==> src/rtl/sig_change_monitor.sv <==
// Multi-channel value-change monitor: timestamps per-channel probe changes and queues
// {channel, value, time} records in a show-ahead FIFO. Optional macro: MON_INITIAL_SNAP_EN.
module sig_change_monitor #(
  parameter  int NCH   = 4,
  parameter  int W     = 1,
  parameter  int DEPTH = 8,
  parameter  int TSW   = 16,
  localparam int CW    = (NCH > 1) ? $clog2(NCH) : 1,
  localparam int AW    = $clog2(DEPTH),
  localparam int NW    = AW + 1
) (
  input  logic             clock,
  input  logic             reset_n,
  input  logic             enable,
  input  logic             clear,
  input  logic [NCH*W-1:0] probe,
  input  logic [NCH-1:0]   mask,
  output logic             out_valid,
  input  logic             out_ready,
  output logic [CW-1:0]    out_chan,
  output logic [W-1:0]     out_value,
  output logic [TSW-1:0]   out_time,
  output logic             lost,
  output logic [NW-1:0]    count
);

`ifdef MON_INITIAL_SNAP_EN
  localparam logic SNAP_EN = 1'b1;
`else
  localparam logic SNAP_EN = 1'b0;
`endif
  localparam logic [NW-1:0] FULL_CNT = NW'(DEPTH);

  logic [TSW-1:0]   timer_r;
  logic [NCH*W-1:0] prev_r;
  logic             enable_q_r;
  logic [NCH-1:0]   pend_r;
  logic [W-1:0]     pend_val_r  [NCH];
  logic [TSW-1:0]   pend_time_r [NCH];
  logic             lost_r;

  logic [CW-1:0]    mem_chan_r [DEPTH];
  logic [W-1:0]     mem_val_r  [DEPTH];
  logic [TSW-1:0]   mem_time_r [DEPTH];
  logic [AW-1:0]    wr_ptr_r;
  logic [AW-1:0]    rd_ptr_r;
  logic [NW-1:0]    count_r;

  logic             out_valid_r;
  logic [CW-1:0]    out_chan_r;
  logic [W-1:0]     out_value_r;
  logic [TSW-1:0]   out_time_r;

  logic [NCH-1:0]   set_s;
  logic [NCH-1:0]   win_s;
  logic [NCH-1:0]   pend_nxt_s;
  logic             lost_set_s;
  logic [CW-1:0]    sel_s;
  logic             any_pend_s;
  logic             push_s;
  logic             pop_s;
  logic [AW-1:0]    rd_nxt_s;
  logic [NW-1:0]    count_nxt_s;
  logic [CW-1:0]    head_chan_s;
  logic [W-1:0]     head_val_s;
  logic [TSW-1:0]   head_time_s;

  // Change/snapshot detection and lowest-index arbitration over pending channels
  always_comb begin
    set_s      = '0;
    sel_s      = '0;
    any_pend_s = 1'b0;
    for (int c = NCH - 1; c >= 0; c--) begin
      set_s[c]   = enable & ~mask[c] &
                   (enable_q_r ? (probe[c*W +: W] != prev_r[c*W +: W]) : SNAP_EN);
      sel_s      = pend_r[c] ? CW'(c) : sel_s;
      any_pend_s = any_pend_s | pend_r[c];
    end
  end

  assign pop_s  = out_valid_r & out_ready;
  assign push_s = any_pend_s & ((count_r != FULL_CNT) | pop_s);

  // Pending-flag update: a push clears the winner unless it re-changes in the same cycle
  always_comb begin
    win_s      = '0;
    pend_nxt_s = '0;
    lost_set_s = 1'b0;
    for (int c = 0; c < NCH; c++) begin
      win_s[c]      = push_s & (sel_s == CW'(c));
      pend_nxt_s[c] = set_s[c] | (pend_r[c] & ~win_s[c]);
      lost_set_s    = lost_set_s | (set_s[c] & pend_r[c] & ~win_s[c]);
    end
  end

  // Occupancy and next-head selection, so the output registers track the FIFO head
  always_comb begin
    rd_nxt_s = pop_s ? (rd_ptr_r + AW'(1)) : rd_ptr_r;
    case ({push_s, pop_s})
      2'b10:   count_nxt_s = count_r + NW'(1);
      2'b01:   count_nxt_s = count_r - NW'(1);
      default: count_nxt_s = count_r;
    endcase
    if (count_nxt_s == '0) begin
      head_chan_s = '0;
      head_val_s  = '0;
      head_time_s = '0;
    end else if (push_s && (wr_ptr_r == rd_nxt_s)) begin
      head_chan_s = sel_s;
      head_val_s  = pend_val_r[sel_s];
      head_time_s = pend_time_r[sel_s];
    end else begin
      head_chan_s = mem_chan_r[rd_nxt_s];
      head_val_s  = mem_val_r[rd_nxt_s];
      head_time_s = mem_time_r[rd_nxt_s];
    end
  end

  // Timer, probe history and per-channel pending records
  always_ff @(posedge clock or negedge reset_n) begin
    if (!reset_n) begin
      timer_r    <= '0;
      prev_r     <= '0;
      enable_q_r <= 1'b0;
      pend_r     <= '0;
      lost_r     <= 1'b0;
      for (int c = 0; c < NCH; c++) begin
        pend_val_r[c]  <= '0;
        pend_time_r[c] <= '0;
      end
    end else begin
      prev_r     <= probe;
      enable_q_r <= enable;
      if (clear) begin
        timer_r <= '0;
        pend_r  <= '0;
        lost_r  <= 1'b0;
      end else begin
        timer_r <= enable ? (timer_r + TSW'(1)) : timer_r;
        pend_r  <= pend_nxt_s;
        lost_r  <= lost_r | lost_set_s;
        for (int c = 0; c < NCH; c++) begin
          if (set_s[c]) begin
            pend_val_r[c]  <= probe[c*W +: W];
            pend_time_r[c] <= timer_r;
          end
        end
      end
    end
  end

  // Record FIFO and registered show-ahead head
  always_ff @(posedge clock or negedge reset_n) begin
    if (!reset_n) begin
      wr_ptr_r    <= '0;
      rd_ptr_r    <= '0;
      count_r     <= '0;
      out_valid_r <= 1'b0;
      out_chan_r  <= '0;
      out_value_r <= '0;
      out_time_r  <= '0;
      for (int i = 0; i < DEPTH; i++) begin
        mem_chan_r[i] <= '0;
        mem_val_r[i]  <= '0;
        mem_time_r[i] <= '0;
      end
    end else if (clear) begin
      wr_ptr_r    <= '0;
      rd_ptr_r    <= '0;
      count_r     <= '0;
      out_valid_r <= 1'b0;
      out_chan_r  <= '0;
      out_value_r <= '0;
      out_time_r  <= '0;
    end else begin
      if (push_s) begin
        mem_chan_r[wr_ptr_r] <= sel_s;
        mem_val_r[wr_ptr_r]  <= pend_val_r[sel_s];
        mem_time_r[wr_ptr_r] <= pend_time_r[sel_s];
        wr_ptr_r             <= wr_ptr_r + AW'(1);
      end
      rd_ptr_r    <= rd_nxt_s;
      count_r     <= count_nxt_s;
      out_valid_r <= (count_nxt_s != '0);
      out_chan_r  <= head_chan_s;
      out_value_r <= head_val_s;
      out_time_r  <= head_time_s;
    end
  end

  assign out_valid = out_valid_r;
  assign out_chan  = out_chan_r;
  assign out_value = out_value_r;
  assign out_time  = out_time_r;
  assign lost      = lost_r;
  assign count     = count_r;

endmodule

==> config.mk <==
export PLATFORM = sky130hd
export DESIGN_NAME = sig_change_monitor
export DESIGN_NICKNAME = d
export VERILOG_FILES = /design/src/rtl/sig_change_monitor.sv
export SDC_FILE = /design/constraint.sdc
export NUM_CORES = 1
export LEC_CHECK = 0
export CAP_MARGIN = 10
export CORE_MARGIN = 2
export CORE_UTILIZATION = 55
export DETAILED_ROUTE_END_ITERATION = 7
export GPL_TIMING_DRIVEN = 0
export PLACE_DENSITY = 0.85
export SETUP_SLACK_MARGIN = 0.15
export SLEW_MARGIN = 20
export SYNTH_ARGS = -nofsm -noshare
export SYNTH_HDL_FRONTEND = slang
export SYNTH_SLANG_ARGS = --single-unit
==> constraint.sdc <==
create_clock -name clock -period 3 [get_ports clock]
set_clock_uncertainty 0.1 [all_clocks]
set_input_delay 0.45 -clock clock [delete_from_list [all_inputs] [get_ports clock]]
set_output_delay 0.45 -clock clock [all_outputs]
set_load 0.05 [all_outputs]
==> flow_summary.toml <==
[yosys]
seq_area_frac_synth_pct = 57.2
yosys-top-cells-count = "276 x dfrtp_1, 210 x nand2_1, 100 x nor2_1"
synth_edf_count = 0
synth_top_area_share_pct = 57.2
ys_warn_count = 0
ys.flop_type = "dfrtp_1"
synth-async-reset-ratio_pct = 100
synthDistinctLibCells = 41
syn_inst = 1175
avgSynthCellArea_um2 = 10.3
synth_area_um2 = 12100
synth_fp_nets = 1194
synth_top_area_cell = "dfrtp_1"
yosys_register_bits = 276
synth_area_leaders = "dfrtp_1 57%, mux2_2 7.2%, nand2_1 6.5%"
synth_most_common_cell = "dfrtp_1"

[global_route]
antenna_found_initial = 0
grt_use_total_pct = 26.9
gr-total-overflow = 0
grt_pass1_vias = 9694
grt_pass1_wl_mm = 50.6
grt_max_degree = 105

[place]
placedCellCount = 1507
dpl.hpwl_mm = 20.5
port_buffers = 36
place_congestion = 0.911

[critical_path]
max_stage_delay_ns = 0.45
start_kind = "flop"
cp_cell_sequence = "nor4_4 -> and3_4 -> buf_6 -> ha_4 -> a21o_1 -> a21oi_2 -> mux2i_2 -> xnor2_2 -> a2111oi_4 -> buf_6 -> buf_6 -> buf_8 -> a21oi_2"
crit_slowest_cell = "dfrtp_2"
cpMostUsedCell = "buf_6"
worstPathArrival_ns = 3.40
critPathKind = "reg2reg"
cp_max_fo = 5
required_ns = 3.32
crit_buf_inv = 4
cp_top_family = "compound AO/OA/AOI/OAI gates"
endpoint_kind = "flop"

[clock_network]
numCtsBuffers = 27
cts_tree = "built"
clockRootBuffer = "clkbuf_16"
path_clk_slew_ns = 0.06
clockBufferDepth = 3
cts_max_level = 1
clk_latency_ns = 0.53
clock_sinks = 276

[layout]
nets = 1310
diodes = 0
final_layout_size_suffix_gt1_share_pct = 17.8
layoutNonFillerInstCount = 1587
syn2layout_area_growth_pct = 18.9

[pwr]
peakVddDrop_v = 0.000408
power_leakage_uw = 0.00639
power_density_nw_per_um2 = 699

[status]
violations = "negative setup slack"
status = "complete, but fails checks"

[route]
vias = 9649
drtAntennaViolNets = 0
drc = 0
wl_per_cell_um = 19.8
via_per_inst = 6.08
drt_iter0_drc = 1008
drt-total-wl_mm = 31.5
drtPass1Iterations = 6

[floorplan]
core_um2 = 21700
std_cell_rows = 54
fp.dieW_um = 152
fp.dieH_um = 152
initial_utilization_pct = 55.6
num_io_pins = 38
die_area_um2 = 23100

[timing]
setup_viol = 18
timing.final.crit_share_pct = 103
finalSetupTns_ns = -1.22
maxSlewViolCount = 0
hold_violations = 0
rsz0062_at_grt = "true"
worstMarginPinSlew_ns = 0.824
setup_ws_ns = -0.0863
fmax_ghz = 0.324
max_slew_margin_pct = 45.1
period_needed_ns = 3.09

[min_path]
hold_class = "in2reg"

[job]
cap_violations = 0
## placed cells by master (no fill, tap or decap), types with 7 or more instances in the layout
cell type / n
a21oi_1: 79
a21oi_2: 15
a222oi_1: 17
a32oi_1: 17
buf_1: 7
buf_2: 15
buf_4: 30
clkbuf_1: 56
clkbuf_16: 27
clkbuf_2: 13
clkbuf_8: 8
clkdlybuf4s18_2: 7
clkdlybuf4s50_1: 35
dfrtp_1: 274
inv_1: 7
mux2_1: 16
mux2_2: 77
mux2i_1: 19
nand2_1: 210
nand3_1: 48
nand4_1: 25
nor2_1: 98
o21ai_0: 84
or2_1: 16
or3_1: 7
xnor2_1: 10
xor2_1: 14
## per-layer routing
| metal | global-route usage (%) | vias to the layer above | share of wire (%) | wire length, um |
|---|---|---|---|---|
| met5 | 0 | - | 0 | 0 |
| met4 | 12.0 | 0 | 4.1 | 1300 |
| met3 | 3.88 | 99 | 8.2 | 2580 |
| met2 | 43.8 | 480 | 48 | 15100 |
| met1 | 36.4 | 4767 | 40 | 12500 |
| li1 | - | 4303 | - | - |
## per-stage QoR
step	utilization, %	worst slack [ns]	power [uW]	hold slack [ns]	instance area [um^2]
2_1_floorplan	-	0.144	5620	0.0544	12100
3_3_place_gp	59.0	-9.96	6300	0.361	12800
3_5_place_dp	59.8	-0.449	6360	0.370	13000
4_1_cts	65.5	-0.0122	9870	0.337	14200
5_1_grt	66.2	-0.150	10400	0.340	14300
6_report	66.2	-0.0863	10000	0.344	14300
## final cells by class
type / count / area [um^2]
Buffer: 83 / 372
Clock buffer: 41 / 808
Clock inverter: 4 / 22.5
Fill cell: 1513 / 7340
Inverter: 8 / 32.5
Multi-Input combinational cell: 808 / 5010
Sequential cell: 276 / 6910
Tap cell: 280 / 350
Timing Repair Buffer: 87 / 842
## repair_timing
item                       CTS  global route
resized for setup           39            37
hold endpoints to repair    80             0
hold buffers                 1             0
gates cloned                 2             0
pin swaps                   19             5
setup buffers               28             4
setup endpoints to repair  145           161
## logic make-up (layout without fill, tap and decap cells)
kind of cell               count (synthesis)  count (layout)  synth area share [%]
and+or+nand+nor                          435             435                  15.9
DFF                                      276             276                  57.2
AOI/OAI and AO/OA                        227             227                  10.9
muxes                                    114             114                  10.4
buffers and inverters                     91             223                  2.97
xor gates and xnor gates                  26              26                  1.89
adders and majority gates                  6               6                 0.684
## power by group
group          leakage, uW  switching [uW]  internal [uW]
Combinational      0.00219            1680            927
Sequential         0.00378             171           4030
Clock             0.000409            1380           1840
## final timing paths
check	startpoint	end	slack, ns	cells past startpoint
min reg2reg	mem_time_r[40]	mem_time_r[40]	0.38	2
max in group asynchronous	reset_n	pend_time_r[55]	1.06	4
min	probe[1]	prev_r[1]	0.34	1
min in group asynchronous	reset_n	mem_val_r[6]	0.40	2
max	pend_r[3]	out_time[9]	-0.09	13
max reg2reg	pend_r[3]	out_time[9]	-0.09	13
## sequential cells by signal (all words and copies together) (netlist names), 2 cells and up
name         flops
mem_chan_r      16
out_chan         2
timer_r         16
count            4
pend_r           4
prev_r           4
wr_ptr_r         3
out_time        16
mem_val_r        8
mem_time_r     128
pend_val_r       4
pend_time_r     64
rd_ptr_r         3
(Power assumes the default switching activity.)
